===== src/rtl/shift_unit_seq.sv =====
// shift_unit_seq: multi-cycle logarithmic shifter (SLL / SRA / SRL / ROR).
// One log-shifter stage is applied per clock, behind valid/ready handshakes
// on both sides, so the ALU result path no longer carries a barrel shifter.
// Optional build macro: SHIFT_UNIT_SKIP_EN -- when defined, stages whose
// shift-amount bit is 0 are skipped and latency becomes popcount(shamt).
module shift_unit_seq #(
    parameter int WIDTH = 16
) (
    input  logic                       clk,
    input  logic                       rst_n,
    input  logic                       in_valid,
    output logic                       in_ready,
    input  logic [WIDTH-1:0]           in_data,
    input  logic [$clog2(WIDTH)-1:0]   in_shamt,
    input  logic [1:0]                 in_mode,
    output logic                       out_valid,
    input  logic                       out_ready,
    output logic [WIDTH-1:0]           out_data,
    output logic                       out_carry,
    output logic                       out_zero
);

    localparam int SHAMT_W = $clog2(WIDTH);
    // Stage index selects one bit of the shift amount.
    localparam int CNT_W   = $clog2(SHAMT_W);

    localparam logic [1:0] IDLE  = 2'd0;
    localparam logic [1:0] SHIFT = 2'd1;
    localparam logic [1:0] DONE  = 2'd2;

    localparam logic [1:0] MODE_SLL = 2'b00;
    localparam logic [1:0] MODE_SRA = 2'b01;
    localparam logic [1:0] MODE_SRL = 2'b10;
    localparam logic [1:0] MODE_ROR = 2'b11;

    logic [1:0]         state;
    logic [WIDTH-1:0]   work_q;
    logic [WIDTH-1:0]   orig_q;
    logic [SHAMT_W-1:0] shamt_q;
    logic [1:0]         mode_q;
    logic               sign_q;
`ifdef SHIFT_UNIT_SKIP_EN
    logic [SHAMT_W-1:0] rem_q;
    logic [SHAMT_W-1:0] rem_next;
`else
    logic [CNT_W-1:0]   cnt_q;
`endif

    logic [CNT_W-1:0]   stage_k;
    logic               stage_apply;
    logic [WIDTH-1:0]   shifted;
    logic               last_stage;

    // One log-shifter stage: move v by 2^k positions according to mode.
    function automatic logic [WIDTH-1:0] stage_shift(
        input logic [WIDTH-1:0] v,
        input logic [CNT_W-1:0] k,
        input logic [1:0]       mode,
        input logic             sign
    );
        logic [SHAMT_W:0] amt;
        logic [SHAMT_W:0] ramt;
        logic [WIDTH-1:0] fill;
        amt  = (SHAMT_W+1)'(1) << k;
        ramt = (SHAMT_W+1)'(WIDTH) - amt;
        fill = ~({WIDTH{1'b1}} >> amt);
        case (mode)
            MODE_SLL: stage_shift = v << amt;
            MODE_SRA: stage_shift = (v >> amt) | (sign ? fill : '0);
            MODE_SRL: stage_shift = v >> amt;
            default:  stage_shift = (v >> amt) | (v << ramt);
        endcase
    endfunction

    // Last bit moved out of the operand for a total shift of s.
    function automatic logic carry_of(
        input logic [WIDTH-1:0]   orig,
        input logic [SHAMT_W-1:0] s,
        input logic [1:0]         mode,
        input logic [WIDTH-1:0]   result
    );
        logic [SHAMT_W-1:0] idx;
        carry_of = 1'b0;
        idx      = '0;
        if (s != '0) begin
            case (mode)
                MODE_SLL: begin
                    // WIDTH - s, taken modulo WIDTH (s is never 0 here).
                    idx      = ~s + 1'b1;
                    carry_of = orig[idx];
                end
                MODE_SRA, MODE_SRL: begin
                    idx      = s - 1'b1;
                    carry_of = orig[idx];
                end
                MODE_ROR: carry_of = result[WIDTH-1];
                default:  carry_of = 1'b0;
            endcase
        end
    endfunction

    assign in_ready  = (state == IDLE);
    assign out_valid = (state == DONE);

    // Select the stage for this SHIFT cycle and compute its output.
    always_comb begin
        // NOTE: every combinational output gets a default first so that no
        // path through the block leaves it unassigned and infers a latch.
`ifdef SHIFT_UNIT_SKIP_EN
        stage_k = '0;
        for (int i = 0; i < SHAMT_W; i++) begin
            if (rem_q[i]) stage_k = CNT_W'(i);
        end
        stage_apply = 1'b1;
        rem_next    = rem_q & ~(SHAMT_W'(1) << stage_k);
        last_stage  = (rem_next == '0);
`else
        stage_k     = cnt_q;
        stage_apply = shamt_q[stage_k];
        last_stage  = (cnt_q == '0);
`endif
        shifted = stage_apply ? stage_shift(work_q, stage_k, mode_q, sign_q) : work_q;
    end

    // Control FSM and registered result; synchronous active-low reset.
    always_ff @(posedge clk) begin
        // NOTE: sequential state uses non-blocking assignments so every
        // register samples the pre-edge values regardless of statement order.
        if (!rst_n) begin
            state     <= IDLE;
            out_data  <= '0;
            out_carry <= 1'b0;
            out_zero  <= 1'b0;
        end else begin
            case (state)
                IDLE: begin
                    if (in_valid) begin
`ifdef SHIFT_UNIT_SKIP_EN
                        if (in_shamt == '0) begin
                            state     <= DONE;
                            out_data  <= in_data;
                            out_carry <= 1'b0;
                            out_zero  <= ~|in_data;
                        end else begin
                            state <= SHIFT;
                        end
`else
                        state <= SHIFT;
`endif
                    end
                end
                SHIFT: begin
                    if (last_stage) begin
                        state     <= DONE;
                        out_data  <= shifted;
                        out_carry <= carry_of(orig_q, shamt_q, mode_q, shifted);
                        out_zero  <= ~|shifted;
                    end
                end
                DONE: begin
                    if (out_ready) state <= IDLE;
                end
                default: state <= IDLE;
            endcase
        end
    end

    // Working datapath registers; their contents are only meaningful while
    // an operation is in flight, so they are loaded on acceptance.
    always_ff @(posedge clk) begin
        // NOTE: these registers carry no reset; the FSM never reads them
        // before an acceptance has loaded them.
        if (state == IDLE && in_valid) begin
            work_q  <= in_data;
            orig_q  <= in_data;
            shamt_q <= in_shamt;
            mode_q  <= in_mode;
            sign_q  <= in_data[WIDTH-1];
`ifdef SHIFT_UNIT_SKIP_EN
            rem_q   <= in_shamt;
`else
            cnt_q   <= CNT_W'(SHAMT_W - 1);
`endif
        end else if (state == SHIFT) begin
            work_q <= shifted;
`ifdef SHIFT_UNIT_SKIP_EN
            rem_q  <= rem_next;
`else
            cnt_q  <= cnt_q - 1'b1;
`endif
        end
    end

endmodule


===== config.mk =====
export PLATFORM = sky130hd
export DESIGN_NAME = shift_unit_seq
export DESIGN_NICKNAME = d
export VERILOG_FILES = /design/src/rtl/shift_unit_seq.sv
export SDC_FILE = /design/constraint.sdc
export NUM_CORES = 1
export LEC_CHECK = 0
export ABC_AREA = 1
export BUFFER_PORTS_ARGS = -buffer_cell sky130_fd_sc_hd__buf_2
export CORE_MARGIN = 1.5
export CORE_UTILIZATION = 42
export CTS_BUF_LIST = sky130_fd_sc_hd__clkbuf_4
export CTS_CLUSTER_SIZE = 25
export DETAILED_ROUTE_END_ITERATION = 12
export PLACE_DENSITY = 0.58
export SETUP_SLACK_MARGIN = 0.4
export SLEW_MARGIN = 10
export SYNTH_ARGS = -nofsm -noshare
export SYNTH_HDL_FRONTEND = slang
export SYNTH_SLANG_ARGS = --single-unit

===== constraint.sdc =====
create_clock -name clk -period 7.5 [get_ports clk]
set_input_delay 0.75 -clock clk [delete_from_list [all_inputs] [get_ports clk]]
set_output_delay 0.75 -clock clk [all_outputs]
set_load 0.01 [all_outputs]

Word level (Yosys, flattened, before mapping). Index checks and enable logic that the tools add are counted.

Output and inout port bits: 20. Bits in registers: 61. Logic and storage cells: 62.

Order comparisons: 3. $add $sub $neg: 4. Bitwise operators: 4. Shift operators: 5. Equal/unequal tests: 8. Reduce and logical (&&, ||, !) cells: 11. Multiplexer cells: 17.

Operator list (count): two-way mux 16 bit (4); case mux 16 bit (3 select lines) (1); bitwise OR 16 bit (2); << shifter 16 x 5 -> 16 bit (2); NOT 16 bit (1); OR reduction 16 bit (1); right shift 16 x 5 -> 16 bit (1); right shift 16 x 5 -> 16 bit (first input constant) (1); less-than comparator 4 x 5 -> 1 bit (second input constant) (2); binary-select mux 1 bit (select 4 bit) (2); == test 2 bit (second input constant) (3); logical NOT 2 bit (3); two-way mux 2 bit (3); case mux 2 bit (3 select lines) (1); << shifter 1 x 2 -> 5 bit (first input constant) (1); subtractor 5 bit (first input constant) (1); adder 4 x 1 -> 4 bit (second input constant) (1); == test 2 x 1 -> 1 bit (second input constant) (2); two-way mux 1 bit (4); inequality test 2 bit (second input constant) (2); NOT 4 bit (1); nonzero test 4 bit (1); subtractor 4 x 1 -> 4 bit (second input constant) (1); less-than comparator 2 x 3 -> 1 bit (second input constant) (1); other kinds (10) (10).

Logic depth before layout (Yosys ltp). Gate-level depths: netlist of the first run.

Word-level depth: 9. Gate-level depth with buffers: 21. Depth with buffers taken out: 19.

Least setup slack after synthesis of the first run. OpenSTA, ideal clock, no wires.

Path type: register to register. Start: register cnt_q[0]. End: register out_zero. Stages on the path, launching flop included: 20. Required time: 7.434 ns. Arrival time: 2.329 ns. Path slack: 5.105 ns. Buffers on the path: 2. Path through: dfxtp_1 inv_2 ha_1 buf_6 inv_6 buf_12 ha_1 inv_1 nand3_1 nand3_1 nand2_1 nand2_1 nand2_1 nand2_1 nand3_1 nand2_1 nand3_1 nor2_1 nand2_1 a21oi_2.

Cells in the longest elaborated chain, start to end: 9. Elaborated cells between the ends (all ways): 18. Classes of those cells: 1 x add/sub; 5 x shift; 5 x mux; 3 x bitwise; 4 x reduce/logical.

RTL lines: start, declared (line 46) `logic [CNT_W-1:0] cnt_q;`; start signal, assigned (line 182) `cnt_q <= CNT_W'(SHAMT_W - 1);`; start signal, assigned (line 189) `cnt_q <= cnt_q - 1'b1;`; parallel branches: the longest is 9 deep, another holds subtractor 5 bit; end signal, assigned (line 157) `out_zero <= ~|shifted;`; end, declared (line 20) `output logic out_zero`.

Several ways; the timed one is not identified. The select of a mux whose other input is x is not followed. A chain may end at the register's enable or synchronous reset.

Worst setup path after layout of the first run.
Start: register cnt_q[1]. End: register out_zero.

Same word-level chain as after synthesis.

==> flow_summary_export.csv, run 1 <==
group,metric,value,unit
sta,clock_skew,0.0235,ns
pwr,pwr-share-seq,31.9,%
floorplan,dieArea,12100,um^2
logic_synthesis,synthDistinctLibCells,38,
logic_synthesis,synth_cells,717,
layout,synthToLayoutAreaGrowth,7.57,%
floorplan,row_count,38,
layout,fillers,1150,
critical_path,r2r_start,"cnt_q[1]",
cts,cts_resized,0,
sta,setup_violations,0,
pwr,internal_power,0.758,mW
logic_synthesis,synth_area,4790,um^2
grt,gr-usage-all-layers,29.3,%
sta,tns,0,ns
logic_synthesis,synth_nets,756,
sta,relSlewSlack,44.3,%
pwr,leakage,2.43,nW
sta,report.final.slew_viol_count,0,
grt,grt_pass1_wl,26100,um
cts,clk_latency,0.41,ns
route,drt-initial-drc-count,615,
route,drt-total-wl,17000,um
pwr,clkPwrFrac,18.8,%
pwr,power.switching,0.718,mW
run_status,status,"finished, final reports clean",
cts,clock_sinks,60,
logic_synthesis,syn_avg_cell_area,6.68,um^2
sta,grt_setup_unrepaired,"no",
layout,multi_input_area,2740,um^2
cts,postCtsHoldBufs,0,
cts,cts_tree,"done",
sta,fmax,303,MHz
hold_path,min_to,"out_carry",
critical_path,reg2reg_depth,18,
layout,seq_area,1580,um^2
route,avgRoutedWirePerCell,19.0,um
sta,hold_viol,0,
pwr,p_sw_share,48.7,%
floorplan,ios,46,
layout,num_antenna_cells,0,
placement,gp_congestion,1.05,
layout,fin_nets,786,
sta,timing.final.crit_share,44.0,%
sta,finalCriticalPeriod,3.30,ns
critical_path,crit_type,"reg2reg",
hold_path,holdCritStartpoint,"out_carry",
critical_path,r2r-end,"out_zero",
cts,cts_htree_levels,3,
cts,cts_made_buffers,9,
hold_path,whs_path_depth,2,
floorplan,coreArea,11000,um^2
hold_path,worstHoldPathType,"reg2reg",
cts,cts-root-buf,"clkbuf_4",
sta,tightest_slew,0.836,ns
floorplan,die_w,110,um
grt,antenna_found_initial,0,
sta,holdWs,0.477,ns
route,drc,0,
route,vias,5085,
pwr,power,1.48,mW
flow_run,max-cap-violations,0,
cts,post_cts_buffers,0,
critical_path,crit_required,7.84,ns
placement,io_buffers,45,
logic_synthesis,ys_seq_area_share,33.0,%
logic_synthesis,synth_seq_cells,60,
placement,dp.final_hpwl,12800,um
grt,grt_max_degree,50,
grt,gr-total-overflow,0,
critical_path,endpoint_kind,"flip-flop",
floorplan,start_util,43.6,%
critical_path,cp_max_fo,34,
route,antenna_left,0,
floorplan,die_h,110,um
critical_path,reg2reg_slack,4.20,ns
pwr,ir_drop,0.000126,V
critical_path,cp.arrival,3.64,ns
grt,grt_pass1_vias,4714,
route,drt-vias-per-instance,5.70,
pwr,power_density,286,nW/um^2
pwr,combPwrFrac,49.3,%
cts,clk_path_buf_depth,2,
route,firstDrtPassIters,6,
cts,clk_pin_slew,0.11,ns
logic_synthesis,yosys_warnings,0,
critical_path,startpoint_type,"flip-flop",
layout,drive_above_1_share,13.8,%
-- area by class of cell --
cell class | instances | share of cell area (%)
inverters | 61 | 4.59
flip-flops and latches | 60 | 30.7
clock buffers | 9 | 1.31
clock inverters | 7 | 1.89
well taps | 140 | 3.40
multi-input cells | 566 | 53.2
repair buffers | 49 | 4.95
-- sequential cells by signal (all words and copies together) (netlist names) --
register and count:
cnt_q 2, mode_q 2, orig_q 16, out_carry 1, out_data 16, out_zero 1
shamt_q 4, state 2, work_q 16
-- per-stage QoR --
| stage | cells | setup WS, ns | instance area (um^2) | util, % |
|---|---|---|---|---|
| floorplan | 717 | 5.11 | 4790 | - |
| global placement | 876 | 4.31 | 4990 | 45.4 |
| detailed placement | 876 | 4.28 | 4990 | 45.4 |
| CTS | 892 | 4.25 | 5150 | 46.9 |
| global route | 892 | 3.89 | 5150 | 46.9 |
| finish | 892 | 4.20 | 5150 | 46.9 |
-- worst max-delay path: stages (launching register included) --
cell     delay (ns)
dfxtp_1        0.49
inv_1          0.15
ha_1           0.20
buf_4          0.24
inv_2          0.52
ha_1           0.42
inv_1          0.18
nand3_1        0.12
nand3_1        0.10
nand2_1        0.05
nand2_1        0.05
nand2_1        0.05
nand2_1        0.06
nand3_1        0.09
nand2_1        0.14
nand3_1        0.09
nor2_1         0.09
nand2_1        0.07
a21oi_2        0.10
-- how the worst max path moves through the flow --
stage / from / endpoint / slack, ns / depth (start not counted)
CTS: cnt_q[1] / out_zero / 4.25 / 18
floorplan: cnt_q[0] / out_zero / 5.11 / 19
global placement: cnt_q[0] / out_zero / 4.31 / 12
detailed placement: cnt_q[1] / out_zero / 4.28 / 18
global route: cnt_q[1] / out_zero / 3.89 / 18
finish: cnt_q[1] / out_zero / 4.20 / 18
-- synthesized netlist by cell type --
master    count  area, um^2
nand2_4       2        22.5
o221ai_1      3        26.3
o21bai_1      1        7.51
nand3_1     119         596
clkinv_1      1        3.75
inv_4         1        6.26
or2_2         4        25.0
nor3_1        1        5.00
o21ai_1       4        20.0
buf_2         5        25.0
nor2_2        4        25.0
a31oi_1       2        12.5
nand2_1     225         845
buf_8         1        15.0
nand4_1       2        12.5
nor2_4        2        22.5
ha_1         13         163
o21ai_0      53         265
nand3_2       8        80.1
edfxtp_1     38        1140
buf_6         9         101
and2_1        1        6.26
dfxtp_1      22         440
inv_6         1        8.76
inv_2         6        22.5
a22oi_1       4        30.0
clkbuf_1      9        33.8
inv_1        52         195
nand2_2       7        43.8
or2_0         1        6.26
xnor2_1       2        17.5
a21oi_2       3        26.3
a21oi_1      44         220
buf_12        1        20.0
o211ai_1      8        60.1
nor2_1       52         195
buf_4         5        37.5
o21ai_2       1        8.76
-- logic make-up (layout without fill, tap and decap cells) --
family                   after synthesis  in the layout  synth area share (%)
AO/OA/AOI/OAI                        123            123                  14.1
adder cells (fa/ha/maj)               13             13                  3.39
XOR/XNOR                               2              2                 0.366
AND/OR/NAND/NOR                      428            428                  39.3
buffers and inverters                 91            126                  9.79
flip-flops                            60             60                  33.0
-- power groups by stage --
| stage | combinational [mW] | clock [mW] | sequential (mW) |
|---|---|---|---|
| floorplan | 0.542 | 0 | 0.443 |
| global placement | 0.713 | 0 | 0.474 |
| detailed placement | 0.706 | 0 | 0.475 |
| CTS | 0.709 | 0.279 | 0.468 |
| global route | 0.809 | 0.293 | 0.474 |
| finish | 0.727 | 0.277 | 0.471 |
-- placed cells by master (no fill, tap or decap), types with 7 or more instances in the layout --
cell type,Yosys,routed
o21ai_0,53,53
ha_1,13,13
dfxtp_1,22,22
edfxtp_1,38,38
nor2_1,52,52
buf_2,5,45
nand3_2,8,8
o211ai_1,8,8
clkbuf_4,0,9
inv_1,52,52
nand2_1,225,225
a21oi_1,44,44
nand2_2,7,7
nand3_1,119,119
-- routing by layer --
metal | wire (um) | vias up | track usage [%]
li1 | - | 2460 | -
met1 | 7440 | 2298 | 40.3
met2 | 7490 | 296 | 44.5
met3 | 1550 | 31 | 7.53
met4 | 469 | 0 | 9.46
met5 | 0 | - | 0
Power figures use the tool's default switching activity.
==> run 2: changes to the inputs <==
Settings changed: PLACE_DENSITY 0.58 to 0.6.
Clock period 7.5 ns to 3 ns, I/O delays scaled along.
==> flow_summary_export.csv, run 2 (same netlist as run 1, synthesis figures left out) <==
group,metric,value,unit
run_status,status,"finished, final reports clean",
critical_path,slowest_stage,"dfxtp_2",
cts,cts_tree,"done",
floorplan,die_h,110,um
sta,tightest_slew,0.699,ns
placement,io_buffers,45,
floorplan,start_util,43.6,%
grt,antenna_found_initial,0,
critical_path,reg2reg_slack,0.54,ns
route,drt-initial-drc-count,520,
floorplan,coreArea,11000,um^2
layout,fin_cells,914,
grt,gr-total-overflow,0,
grt,gr-usage-all-layers,30.8,%
sta,relSlewSlack,53.3,%
critical_path,crit_required,3.33,ns
flow_run,max-cap-violations,0,
sta,clock_skew,0.0158,ns
route,firstDrtPassIters,6,
sta,fmax,407,MHz
grt,grt_max_degree,50,
floorplan,row_count,38,
critical_path,crit_top_cell,"nand2_1",
cts,clk_pin_slew,0.11,ns
cts,cts-root-buf,"clkbuf_4",
sta,hold_viol,0,
cts,clock_sinks,60,
pwr,leakage,2.52,nW
placement,placed_cell_area,5110,um^2
hold_path,worstHoldPathType,"in2reg",
cts,cts_htree_levels,3,
layout,final_area,5360,um^2
sta,tns,0,ns
route,avgRoutedWirePerCell,19.2,um
critical_path,startpoint_type,"flip-flop",
cts,clk_latency,0.40,ns
critical_path,r2r_start,"cnt_q[0]",
pwr,ir_drop,0.000342,V
critical_path,cp-startpoint,"cnt_q[0]",
route,vias,5253,
sta,grt_setup_unrepaired,"no",
critical_path,crit_chain,"inv_4 -> ha_2 -> buf_4 -> nand2_1 -> o21ai_0 -> and2_1 -> o211ai_1 -> nand3_1 -> nand2_1 -> nand3_1 -> nor2_1 -> nand2_1 -> a21oi_2",
layout,top_regs,"orig_q x16, out_data x16, work_q x16",
route,antenna_left,0,
layout,most-common-layout-cells,"nand2_1 (225), nand3_1 (118), o21ai_0 (53)",
route,drt-vias-per-instance,5.75,
layout,synthToLayoutAreaGrowth,11.9,%
layout,final_common_cell,"nand2_1",
critical_path,endpoint_kind,"flip-flop",
sta,holdWs,0.0726,ns
layout,num_antenna_cells,0,
cts,clk_path_buf_depth,2,
sta,setup_violations,0,
layout,final_util,48.8,%
sta,report.final.slew_viol_count,0,
sta,timing.final.crit_share,82.0,%
floorplan,ios,46,
placement,gp_congestion,1.04,
critical_path,crit_type,"reg2reg",
hold_path,holdCritStartpoint,"in_shamt[0]",
grt,grt_pass1_vias,4822,
grt,grt_pass1_wl,27200,um
pwr,power_density,697,nW/um^2
layout,fillers,1153,
placement,dp_cells,890,
critical_path,cp_max_fo,16,
cts,cts_made_buffers,9,
critical_path,cp.arrival,2.78,ns
critical_path,critPathMaxStageDelay,0.44,ns
placement,dp.final_hpwl,13500,um
route,drc,0,
floorplan,dieArea,12100,um^2
sta,finalCriticalPeriod,2.46,ns
layout,fin_nets,808,
layout,drive_above_1_share,17.8,%
floorplan,die_w,110,um
route,drt-total-wl,17500,um
[run 2: worst max-delay path, delay by kind of cell, from the launching register on]
family	cells	cell delay [ns]
fa+ha+maj	1	0.22
buf+inv	2	0.30
compound gates	3	0.59
flops	1	0.44
simple gates	7	0.86
[run 2: final timing paths]
| check | to | cells after the start |
|---|---|---|
| setup / recovery | out_zero | 13 |
| hold / removal | shamt_q[0] | 1 |
| setup reg to reg | out_zero | 13 |
| hold reg to reg | out_carry | 2 |
[run 2: final cells by class]
| cell class | instances | area [um^2] | area share (%) |
|---|---|---|---|
| clock inverter | 6 | 56.3 | 1.05 |
| sequential | 60 | 1580 | 29.5 |
| multi-input combinational | 566 | 2790 | 52.0 |
| inverter | 61 | 239 | 4.46 |
| tap | 140 | 175 | 3.27 |
| clock buffer | 10 | 75.1 | 1.40 |
| timing repair buffer | 71 | 445 | 8.31 |
[run 2: power by group]
group	internal (mW)	switching [mW]	total, mW	leakage [nW]
combinational	0.644	1.32	1.96	1.90
clock	0.255	0.314	0.570	0.0651
sequential	1.01	0.195	1.21	0.548
[run 2: per-stage QoR]
| step | power, mW | worst slack, ns |
|---|---|---|
| CTS | 3.64 | 0.485 |
| global route | 4.00 | 0.401 |
| finish | 3.74 | 0.541 |
| global placement | 3.09 | 0.316 |
| floorplan | 2.46 | 0.605 |
| detailed placement | 3.07 | 0.400 |
[run 2: per-layer routing]
layer	up-vias	part of all wire [%]	track usage (%)
met4	0	3.4	10.1
met1	2432	45	44.3
met2	271	43	46.8
met3	50	8.0	4.74
met5	-	0	0
li1	2500	-	-
[run 2: repair_timing]
action                                  in CTS  in global routing
endpoints found under the setup margin       2                  4
resized for setup                            6                 12
setup buffers                                0                  8
hold buffers                                 0                  0
hold endpoints to repair                     0                  0
pin swaps                                    0                  2
==> run 3: changes to the inputs <==
Settings changed: ABC_AREA 1 to 0, PLACE_DENSITY 0.6 to 0.58.
Clock period 3 ns to 2.3 ns, I/O delays scaled along.
==> flow_summary_export.csv, run 3 <==
group,metric,value,unit
run_status,status,"finished with violations",
run_status,violations,"negative setup slack",
layout,top_regs,"orig_q x16, out_data x16, work_q x16",
route,drc,0,
logic_synthesis,yosysMostFrequentCell,"nand2_1",
logic_synthesis,synthDistinctLibCells,66,
sta,clock_skew,0.0202,ns
grt,grt_pass1_wl,30900,um
critical_path,r2r_start,"cnt_q[0]",
floorplan,dieArea,12300,um^2
critical_path,cp.arrival,3.04,ns
logic_synthesis,synth_top_area_share,23.4,%
placement,dp.final_hpwl,15100,um
critical_path,slowest_stage,"mux4_2",
layout,seq_area,1590,um^2
logic_synthesis,synth_top_cell_by_area,"edfxtp_1",
layout,fin_nets,785,
grt,gr-usage-all-layers,33.1,%
layout,fillers,897,
critical_path,cp_max_fo,7,
route,vias,5425,
logic_synthesis,yosys_most_used_dff,"edfxtp_1",
route,drt-initial-drc-count,584,
cts,cts_htree_levels,3,
logic_synthesis,synthArstFlopShare,0,%
placement,gp_congestion,0.995,
sta,relSlewSlack,68.0,%
critical_path,crit_chain,"inv_6 -> ha_4 -> buf_6 -> buf_6 -> buf_6 -> mux2i_4 -> buf_6 -> mux4_2 -> o22ai_2 -> o32a_1 -> buf_4 -> nand2_2 -> a21boi_1",
logic_synthesis,synth_area,4870,um^2
logic_synthesis,synth_top_family_by_area,"multiplexers",
critical_path,critPathMaxStageDelay,0.46,ns
sta,timing.final.crit_share,116,%
logic_synthesis,yosys_warnings,0,
cts,cts_made_buffers,9,
logic_synthesis,synthXorXnorAreaFrac,0.539,%
grt,antenna_found_initial,0,
layout,drive_above_1_share,54.9,%
placement,io_buffers,45,
grt,grt_max_degree,32,
critical_path,crit_top_cell,"buf_6",
sta,setup_violations,31,
logic_synthesis,syn_avg_cell_area,9.57,um^2
critical_path,crit_required,2.66,ns
layout,most-common-layout-cells,"buf_4 (163), nand2_1 (62), buf_2 (45)",
logic_synthesis,synth_top_cells_by_count,"nand2_1 (76), nor2_1 (44), edfxtp_1 (38)",
layout,multi_input_area,3750,um^2
hold_path,worstHoldPathType,"in2reg",
critical_path,endpoint_kind,"flip-flop",
layout,final_common_cell,"buf_4",
logic_synthesis,synth_cells,509,
cts,cts-root-buf,"clkbuf_4",
critical_path,crit_buf_inv,6,
floorplan,ios,46,
sta,fmax,374,MHz
layout,num_antenna_cells,0,
cts,clock_sinks,60,
sta,holdWs,0.110,ns
layout,synthToLayoutAreaGrowth,61.6,%
sta,finalCriticalPeriod,2.68,ns
logic_synthesis,synthTopCellsByArea,"edfxtp_1 (23%), mux4_2 (13%), dfxtp_1 (9.0%), mux2i_1 (6.2%), nand2_1 (5.9%)",
pwr,leakage,3.20,nW
route,avgRoutedWirePerCell,22.9,um
logic_synthesis,synth_nets,548,
sta,tightest_slew,0.478,ns
hold_path,holdCritStartpoint,"out_ready",
logic_synthesis,synth_edf_count,38,
pwr,ir_drop,0.000565,V
sta,grt_setup_unrepaired,"yes",
cts,cts_tree,"done",
sta,setup_ws,-0.377,ns
logic_synthesis,synth_compound_area_share,18.2,%
logic_synthesis,yosys.area_share.simple,18.7,%
logic_synthesis,synthAdderAreaFrac,3.34,%
floorplan,die_h,111,um
cts,clk_pin_slew,0.13,ns
critical_path,cpLargestDelayFamily,"buffers and inverters",
grt,gr-total-overflow,0,
cts,clk_latency,0.42,ns
hold_path,whs_path_depth,3,
critical_path,crit_type,"reg2reg",
floorplan,coreArea,11400,um^2
flow_run,max-cap-violations,0,
route,firstDrtPassIters,5,
route,antenna_left,0,
critical_path,reg2reg_depth,13,
floorplan,die_w,111,um
logic_synthesis,synthMuxAreaShare,21.7,%
critical_path,startpoint_type,"flip-flop",
pwr,power_density,975,nW/um^2
hold_path,min_to,"state[1]",
route,drt-vias-per-instance,6.07,
sta,tns,-6.11,ns
sta,report.final.slew_viol_count,0,
route,drt-total-wl,20400,um
floorplan,start_util,42.9,%
critical_path,r2r-end,"out_data[10]",
logic_synthesis,synth_seq_cells,60,
grt,grt_pass1_vias,5434,
cts,clk_path_buf_depth,2,
logic_synthesis,ys_seq_area_share,32.5,%
critical_path,reg2reg_slack,-0.38,ns
floorplan,row_count,39,
sta,hold_viol,0,
[run 3: repair_timing]
| action | CTS | global route |
|---|---|---|
| hold endpoints to repair | 22 | 0 |
| resized for setup | 104 | 66 |
| setup buffers | 21 | 10 |
| hold buffers | 22 | 0 |
| setup endpoints to repair | 34 | 34 |
| pin swaps | 28 | 24 |
| cloned | 0 | 1 |
[run 3: layer usage]
| metal | wire [um] | global-route usage, % |
|---|---|---|
| met5 | 0 | 0 |
| met4 | 920 | 14.2 |
| met3 | 1860 | 9.24 |
| met2 | 9220 | 51.5 |
| met1 | 8450 | 43.5 |
[run 3: worst reg2reg max path, cell delays in order, from the launching register on]
cell,delay [ns]
dfxtp_4,0.39
inv_6,0.05
ha_4,0.20
buf_6,0.13
buf_6,0.12
buf_6,0.12
mux2i_4,0.18
buf_6,0.12
mux4_2,0.46
o22ai_2,0.20
o32a_1,0.32
buf_4,0.16
nand2_2,0.04
a21boi_1,0.14
[run 3: stage by stage]
step	area, um^2	power, mW	utilization, %	cells	setup WS [ns]
floorplan	5060	3.54	-	509	-0.378
global placement	6510	5.56	57.3	824	-0.414
detailed placement	6510	5.56	57.3	824	-0.441
CTS	7460	7.04	65.6	883	-0.338
global route	7870	7.99	69.2	894	-0.487
finish	7870	7.68	69.2	894	-0.377
[run 3: report_power, final]
part / leakage, nW / total (mW) / switching (mW) / internal [mW]
logic: 2.58 / 5.37 / 2.61 / 2.76
clock network: 0.0755 / 0.817 / 0.468 / 0.349
registers: 0.549 / 1.49 / 0.167 / 1.33
total: 3.20 / 7.68 / 3.24 / 4.44
[run 3: cell families (layout without fill, tap and decap cells)]
kind of cell,count (synthesis),after routing
multiplexers,68,68
flip-flops,60,60
buffers and inverters,53,295
XOR/XNOR,3,3
adder cells (fa/ha/maj),13,13
AND/OR/NAND/NOR,193,193
AO/OA/AOI/OAI,119,119
[run 3: worst max path at each step]
| stage | startpoint | to | slack, ns | depth (start not counted) |
|---|---|---|---|---|
| after floorplan | cnt_q[1] | out_zero | -0.38 | 14 |
| after global placement | cnt_q[1] | out_zero | -0.41 | 9 |
| after detailed placement | cnt_q[1] | out_zero | -0.44 | 10 |
| after CTS | cnt_q[1] | out_zero | -0.34 | 13 |
| after global routing | cnt_q[1] | out_zero | -0.49 | 13 |
| final | cnt_q[0] | out_data[10] | -0.38 | 13 |
[run 3: layout make-up]
| type | count | share of cell area [%] |
|---|---|---|
| multi-input combinational | 396 | 47.7 |
| timing repair buffer | 265 | 27.1 |
| sequential | 60 | 20.2 |
| tap | 143 | 2.27 |
| clock inverter | 7 | 1.05 |
| clock buffer | 9 | 0.858 |
| inverter | 14 | 0.842 |
